## src/rtl/keypad_emulator_if.sv

```systemverilog
// rtl/keypad_emulator_if.sv - key-code valid/ready handshake into the keypad emulator
interface keypad_emulator_if;
    logic [3:0] key_code;
    logic       key_valid;
    logic       key_ready;

    modport master (
        output key_code,
        output key_valid,
        input  key_ready
    );

    modport slave (
        input  key_code,
        input  key_valid,
        output key_ready
    );
endinterface

```

## src/rtl/keypad_emulator.sv

```systemverilog
// rtl/keypad_emulator.sv - passive 4x4 hex keypad model replaying queued key presses
module keypad_emulator #(
    parameter int HOLD_CYCLES   = 1000,
    parameter int GAP_CYCLES    = 1000,
    parameter int BOUNCE_CYCLES = 0,
    parameter int BOUNCE_PERIOD = 4,
    parameter int FIFO_DEPTH    = 4
) (
    input  logic                clk,
    input  logic                rst_n,
    input  logic [3:0]          col_i,
    output logic [3:0]          row_o,
    keypad_emulator_if.slave    key_if,
    output logic                busy_o,
    output logic                contact_o,
    output logic                done_o
);

    localparam int AW = (FIFO_DEPTH > 1) ? $clog2(FIFO_DEPTH) : 1;
    localparam int CW = AW + 1;

    localparam bit          HAS_BOUNCE  = (BOUNCE_CYCLES > 0);
    localparam logic [23:0] HOLD_LOAD   = 24'(HOLD_CYCLES - 1);
    localparam logic [23:0] GAP_LOAD    = 24'(GAP_CYCLES - 1);
    localparam logic [23:0] BOUNCE_LOAD = 24'(HAS_BOUNCE ? BOUNCE_CYCLES - 1 : 0);
    localparam logic [23:0] PERIOD_LOAD = 24'(BOUNCE_PERIOD - 1);

    typedef enum logic [2:0] {
        S_IDLE,
        S_B_IN,
        S_HOLD,
        S_B_OUT,
        S_GAP
    } state_t;

    // ---------------- key queue ----------------
    logic [3:0]    mem_q [FIFO_DEPTH];
    logic [AW-1:0] wr_ptr_q, rd_ptr_q;
    logic [CW-1:0] count_q;
    logic          full, empty, push, pop;

    assign full             = (count_q == CW'(FIFO_DEPTH));
    assign empty            = (count_q == '0);
    assign push             = key_if.key_valid && !full;
    assign key_if.key_ready = !full;

    // Queue storage; flushing is done through the pointers and count only
    always_ff @(posedge clk) begin
        if (push) begin
            mem_q[wr_ptr_q] <= key_if.key_code;
        end
    end

    // Queue pointers and occupancy; push and pop together leave the count unchanged
    always_ff @(posedge clk or negedge rst_n) begin
        if (!rst_n) begin
            wr_ptr_q <= '0;
            rd_ptr_q <= '0;
            count_q  <= '0;
        end else begin
            if (push) begin
                wr_ptr_q <= (wr_ptr_q == AW'(FIFO_DEPTH - 1)) ? '0 : wr_ptr_q + AW'(1);
            end
            if (pop) begin
                rd_ptr_q <= (rd_ptr_q == AW'(FIFO_DEPTH - 1)) ? '0 : rd_ptr_q + AW'(1);
            end
            if (push && !pop) begin
                count_q <= count_q + CW'(1);
            end else if (pop && !push) begin
                count_q <= count_q - CW'(1);
            end
        end
    end

    // ---------------- press sequencer ----------------
    state_t      state_q, state_d;
    logic [23:0] cnt_q, cnt_d;
    logic [23:0] phase_q, phase_d;
    logic        contact_q, contact_d;
    logic        busy_q;
    logic [3:0]  cur_key_q, cur_key_d;

    // Sequencer registers
    always_ff @(posedge clk or negedge rst_n) begin
        if (!rst_n) begin
            state_q   <= S_IDLE;
            cnt_q     <= '0;
            phase_q   <= '0;
            contact_q <= 1'b0;
            busy_q    <= 1'b0;
            cur_key_q <= 4'h0;
        end else begin
            state_q   <= state_d;
            cnt_q     <= cnt_d;
            phase_q   <= phase_d;
            contact_q <= contact_d;
            busy_q    <= (state_d != S_IDLE);
            cur_key_q <= cur_key_d;
        end
    end

    // Next-state logic: each state entry reloads the shared down-counter
    always_comb begin
        state_d   = state_q;
        cnt_d     = cnt_q;
        phase_d   = phase_q;
        contact_d = contact_q;
        cur_key_d = cur_key_q;
        pop       = 1'b0;
        case (state_q)
            S_IDLE: begin
                contact_d = 1'b0;
                if (!empty) begin
                    pop       = 1'b1;
                    cur_key_d = mem_q[rd_ptr_q];
                    contact_d = 1'b1;
                    if (HAS_BOUNCE) begin
                        state_d = S_B_IN;
                        cnt_d   = BOUNCE_LOAD;
                        phase_d = PERIOD_LOAD;
                    end else begin
                        state_d = S_HOLD;
                        cnt_d   = HOLD_LOAD;
                    end
                end
            end
            S_B_IN, S_B_OUT: begin
                if (cnt_q == '0) begin
                    if (state_q == S_B_IN) begin
                        state_d   = S_HOLD;
                        cnt_d     = HOLD_LOAD;
                        contact_d = 1'b1;
                    end else begin
                        state_d   = S_GAP;
                        cnt_d     = GAP_LOAD;
                        contact_d = 1'b0;
                    end
                end else begin
                    cnt_d = cnt_q - 24'd1;
                    if (phase_q == '0) begin
                        contact_d = !contact_q;
                        phase_d   = PERIOD_LOAD;
                    end else begin
                        phase_d = phase_q - 24'd1;
                    end
                end
            end
            S_HOLD: begin
                if (cnt_q == '0) begin
                    contact_d = 1'b0;
                    if (HAS_BOUNCE) begin
                        state_d = S_B_OUT;
                        cnt_d   = BOUNCE_LOAD;
                        phase_d = PERIOD_LOAD;
                    end else begin
                        state_d = S_GAP;
                        cnt_d   = GAP_LOAD;
                    end
                end else begin
                    cnt_d = cnt_q - 24'd1;
                end
            end
            S_GAP: begin
                if (cnt_q == '0) begin
                    state_d = S_IDLE;
                end else begin
                    cnt_d = cnt_q - 24'd1;
                end
            end
            default: begin
                state_d   = S_IDLE;
                contact_d = 1'b0;
            end
        endcase
    end

    assign busy_o    = busy_q;
    assign contact_o = contact_q;
    assign done_o    = (state_q == S_GAP) && (cnt_q == '0);

    // ---------------- row drive ----------------
    logic [1:0] kc, kr;

    // Key position: kc is the column bit that selects it, kr the row bit it pulls low
    always_comb begin
        kc = 2'd0;
        kr = 2'd0;
        case (cur_key_q)
            4'h1: begin kc = 2'd3; kr = 2'd3; end
            4'h4: begin kc = 2'd3; kr = 2'd2; end
            4'h7: begin kc = 2'd3; kr = 2'd1; end
            4'h0: begin kc = 2'd3; kr = 2'd0; end
            4'h2: begin kc = 2'd2; kr = 2'd3; end
            4'h5: begin kc = 2'd2; kr = 2'd2; end
            4'h8: begin kc = 2'd2; kr = 2'd1; end
            4'hF: begin kc = 2'd2; kr = 2'd0; end
            4'h3: begin kc = 2'd1; kr = 2'd3; end
            4'h6: begin kc = 2'd1; kr = 2'd2; end
            4'h9: begin kc = 2'd1; kr = 2'd1; end
            4'hE: begin kc = 2'd1; kr = 2'd0; end
            4'hA: begin kc = 2'd0; kr = 2'd3; end
            4'hB: begin kc = 2'd0; kr = 2'd2; end
            4'hC: begin kc = 2'd0; kr = 2'd1; end
            4'hD: begin kc = 2'd0; kr = 2'd0; end
            default: begin kc = 2'd0; kr = 2'd0; end
        endcase
    end

    // Rows follow the scanner's columns with no register in the path
    always_comb begin
        row_o = 4'b1111;
        if (contact_q && !col_i[kc]) begin
            row_o[kr] = 1'b0;
        end
    end

endmodule

```

## src/flat_wrapper.sv

```systemverilog
// flat-port wrapper written by rule: the top's interface ports become plain ports
module keypad_emulator_flat 
#(
    parameter int HOLD_CYCLES   = 1000,
    parameter int GAP_CYCLES    = 1000,
    parameter int BOUNCE_CYCLES = 0,
    parameter int BOUNCE_PERIOD = 4,
    parameter int FIFO_DEPTH    = 4
)
  (clk, rst_n, col_i, row_o, busy_o, contact_o, done_o, key_if_key_code, key_if_key_valid, key_if_key_ready);
  keypad_emulator_if key_if_i ();
  input  logic clk;
  input  logic rst_n;
  input  logic [3:0] col_i;
  output logic [3:0] row_o;
  output logic busy_o;
  output logic contact_o;
  output logic done_o;
  input wire logic [$bits(key_if_i.key_code)-1:0] key_if_key_code;
  input wire logic [$bits(key_if_i.key_valid)-1:0] key_if_key_valid;
  output wire logic [$bits(key_if_i.key_ready)-1:0] key_if_key_ready;
  assign key_if_i.key_code = key_if_key_code;
  assign key_if_i.key_valid = key_if_key_valid;
  assign key_if_key_ready = key_if_i.key_ready;
  keypad_emulator #(.HOLD_CYCLES(HOLD_CYCLES), .GAP_CYCLES(GAP_CYCLES), .BOUNCE_CYCLES(BOUNCE_CYCLES), .BOUNCE_PERIOD(BOUNCE_PERIOD), .FIFO_DEPTH(FIFO_DEPTH)) u_core (.clk(clk), .rst_n(rst_n), .col_i(col_i), .row_o(row_o), .key_if(key_if_i), .busy_o(busy_o), .contact_o(contact_o), .done_o(done_o));
endmodule
```

## config.mk

```make
export PLATFORM = sky130hd
export DESIGN_NAME = keypad_emulator_flat
export DESIGN_NICKNAME = d
export VERILOG_FILES = /design/src/rtl/keypad_emulator_if.sv /design/src/rtl/keypad_emulator.sv /design/src/flat_wrapper.sv
export SDC_FILE = /design/constraint.sdc
export NUM_CORES = 1
export LEC_CHECK = 0
export BUFFER_PORTS_ARGS = -buffer_cell sky130_fd_sc_hd__clkbuf_2
export CAP_MARGIN = 20
export CORE_ASPECT_RATIO = 1.75
export CORE_MARGIN = 3
export CORE_UTILIZATION = 55
export DETAILED_ROUTE_END_ITERATION = 7
export HOLD_SLACK_MARGIN = 0.03
export PLACE_DENSITY_LB_ADDON = 0.2
export SLEW_MARGIN = 20
export SYNTH_ARGS = -nofsm -noshare
export SYNTH_HDL_FRONTEND = slang
export SYNTH_SLANG_ARGS = --single-unit
```

## constraint.sdc

```tcl
create_clock -name clk -period 4.2 [get_ports clk]
set_input_delay 0.42 -clock clk [delete_from_list [all_inputs] [get_ports clk]]
set_output_delay 0.42 -clock clk [all_outputs]
set_load 0.01 [all_outputs]
```

==> out/summary.json <==
{
  "outcome": "finished, final reports clean",
  "synthArstFlopShare": 0.800,
  "die_h_um": 124,
  "clk_root_buffer_cell": "sky130_fd_sc_hd__clkbuf_16",
  "grt_max_degree": 41,
  "internal_mw": 1.33,
  "critPathCaptureType": "output pin",
  "crit_path_cell_trace": "inv_1 -> ha_1 -> or4b_1 -> or4_4 -> or2_1 -> nor2_1 -> clkbuf_2",
  "ant_nets": 0,
  "die_w_um": 73.3,
  "worstReg2RegStart": "u_core.cnt_q[1]",
  "die_area_um2": 9080,
  "sequential_cell_area_um2": 2080,
  "timing.critical_path.from": "u_core.cnt_q[1]",
  "detail_route.wl_per_cell_um": 16.9,
  "cap_viol_max_count": 0,
  "synthDominantCellAreaShare": 0.367,
  "floorplan.rows": 42,
  "static-leakage-power_nw": 2.05,
  "critical_path_arrival_ns": 2.66,
  "htree_num_levels": 3,
  "mapped_cell_area_um2": 4370,
  "path_clk_slew_ns": 0.06,
  "place_hpwl_mm": 6.36,
  "finalSetupTns_ns": 0,
  "stdcell_area_um2": 4760,
  "clock_sink_count": 80,
  "cts_hold_buf": 0,
  "timing.critical_path.fanout_max": 9,
  "tritoncts": "yes",
  "layout_cells_sized_above_1": 0.139,
  "clock_skew_ns": 0.00652,
  "place.port_buffers": 18,
  "post_synth_edffs": 16,
  "first_global_vias": 3376,
  "route.detailed.drc": 0,
  "slew_viol_final": 0,
  "tritoncts.num_buffers": 9,
  "total_i_o_pin_count": 19,
  "synth_top_flop_cell": "sky130_fd_sc_hd__dfrtp_1",
  "critical-path-slowest-cell": "sky130_fd_sc_hd__or4_4",
  "clock_latency_ns": 0.34,
  "timing_hold_violations_final": 0,
  "yosysSeqAreaShare": 0.477,
  "max_freq_ghz": 0.325,
  "synthMostInstantiatedCell": "sky130_fd_sc_hd__dfrtp_1",
  "p_comb_frac": 0.096,
  "setup_violations": 0,
  "pwr_density_cell_nw_per_um2": 380,
  "synth_commonest_cells": "64 x sky130_fd_sc_hd__dfrtp_1, 45 x sky130_fd_sc_hd__nor2_1, 31 x sky130_fd_sc_hd__nand2_1",
  "fillCellCount": 632,
  "worst_hold_slack_ns": 0.206,
  "seq_power_share": 0.489,
  "antenna_violations_before_repair": 0,
  "ys_seq_elements": 80,
  "n_antenna_cell": 0,
  "clock_tree_buffer_depth": 2,
  "place_congestion": 0.828,
  "final_period_minus_worst_setup_slack_ns": 3.08,
  "postSynthAreaPerCell_um2": 10.1,
  "dpl-instance-area_um2": 4480,
  "dominant_cell_type_by_area_after_synthesis": "sky130_fd_sc_hd__dfrtp_1",
  "synth.top_cells.by_area": "sky130_fd_sc_hd__dfrtp_1 37%, sky130_fd_sc_hd__edfxtp_1 11%, sky130_fd_sc_hd__xnor2_1 5.0%, sky130_fd_sc_hd__nor2_1 3.9%, sky130_fd_sc_hd__o21ai_0 3.3%",
  "crit_path_start_kind": "flip-flop",
  "multi_input_area_um2": 2130,
  "core_area_um2": 7620,
  "groute.usage.overall": 0.220,
  "cts.repair_timing.setup_buffer_count": 0,
  "drt_first_iter_violations": 289,
  "worstSetupPathType": "flip-flop to output pin",
  "power.clock.fraction": 0.415,
  "yosys_warnings": 0,
  "worst_slew_pin_slew_ns": 0.944,
  "grt_setup_unrepaired": "no",
  "slew_headroom": 0.371,
  "global_route.overflow_total": 0,
  "netlist-cell-type-count": 60,
  "post_drt_via_cell_ratio": 6.33,
  "power.switching_fraction": 0.264,
  "detailroute.via_count": 3373,
  "syn-instance-count": 431,
  "initial_utilization": 0.573,
  "synth_fp_nets": 452,
  "cp_slowest_stage_delay_ns": 0.58,
  "fin_crit_sh": 0.732,
  "ir_worst_vdd_mv": 0.255,
  "switching_power_mw": 0.478,
  "hold_path.class": "primary input to asynchronous set/reset pin",
  "synthToLayoutAreaGrowth_pct": 9.14,
  "num-nets-final": 461,
  "post_cts_resize_count": 0,
  "detail_route.first_pass.iterations": 7,
  "grt_pass1_wl_mm": 15.5,
  "critical_path_required_ns": 3.78,
  "finalWirelength_mm": 9.00
}
## placed cells by master (no fill, tap or decap), types with 11 or more instances in the layout
cell type,count
sky130_fd_sc_hd__a21oi_1,15
sky130_fd_sc_hd__clkbuf_2,17
sky130_fd_sc_hd__dfrtp_1,64
sky130_fd_sc_hd__edfxtp_1,16
sky130_fd_sc_hd__inv_1,11
sky130_fd_sc_hd__nand2_1,31
sky130_fd_sc_hd__nor2_1,45
sky130_fd_sc_hd__nor3_1,20
sky130_fd_sc_hd__nor4_1,13
sky130_fd_sc_hd__o21ai_0,29
sky130_fd_sc_hd__or3_1,15
sky130_fd_sc_hd__xnor2_1,25
## power groups by stage
stage	sequential, mW	clock [mW]	combinational, mW
6_report	0.886	0.752	0.174
5_1_grt	0.892	0.796	0.205
3_5_place_dp	0.902	0	0.177
3_3_place_gp	0.899	0	0.169
2_1_floorplan	0.893	0	0.123
4_1_cts	0.887	0.768	0.178
## layout make-up
class / count / area share
sequential: 80 / 0.437
timing repair buffer: 21 / 0.0236
inverter: 11 / 0.00867
clock inverter: 7 / 0.0126
tap: 88 / 0.0231
clock buffer: 9 / 0.0473
multi-input combinational: 317 / 0.448
## kinds of logic after synthesis
group                      after synthesis  share of synthesized area
AOI/OAI and AO/OA                       94                      0.145
xor gates and xnor gates                29                     0.0582
adders and majority gates               10                     0.0304
buffers and inverters                   34                     0.0344
DFF                                     80                      0.477
muxes                                   13                     0.0436
and+or+nand+nor                        171                      0.211
## sequential cells by signal (all words and copies together) (netlist names)
signal / flops
u_core.busy_o: 1
u_core.contact_o: 1
u_core.rd_ptr_q: 2
u_core.wr_ptr_q: 2
u_core.cur_key_q: 4
u_core.mem_q: 16
u_core.cnt_q: 24
u_core.state_q: 3
u_core.phase_q: 24
u_core.count_q: 3
## stage by stage
step	instances	setup slack [ns]	utilization	power, mW
2_1_floorplan	431	1.63	-	1.02
3_3_place_gp	517	1.53	0.588	1.07
3_5_place_dp	517	1.45	0.588	1.08
4_1_cts	533	1.12	0.625	1.83
5_1_grt	533	1.02	0.625	1.89
6_report	533	1.12	0.625	1.81
## metal layers
layer	share of wire	up-vias	wire length, um	global-route usage
li1	-	1607	-	-
met1	0.40	1651	3570	0.255
met2	0.53	94	4770	0.378
met3	0.047	21	425	0.0501
met4	0.025	0	227	0.108
met5	0	-	0	0
## path summary, 6_finish.rpt
path                       slack (ns)             endpoint  cells after the start
setup / recovery                 1.12               done_o                      7
hold / removal                   0.21  u_core.cur_key_q[0]                      1
setup reg to reg                 1.42    u_core.phase_q[4]                      9
hold reg to reg                  0.50    u_core.phase_q[0]                      1
max in group asynchronous        3.10     u_core.cnt_q[16]                      2
min in group clk                 0.30   u_core.mem_q[1][1]                      1
## critical path, delay by kind of cell, from the launching register on
kind | cells | cell delay, ns
buf+inv | 2 | 0.23
simple gates | 4 | 1.50
flops | 1 | 0.37
fa+ha+maj | 1 | 0.19
Power figures use the tool's default switching activity.
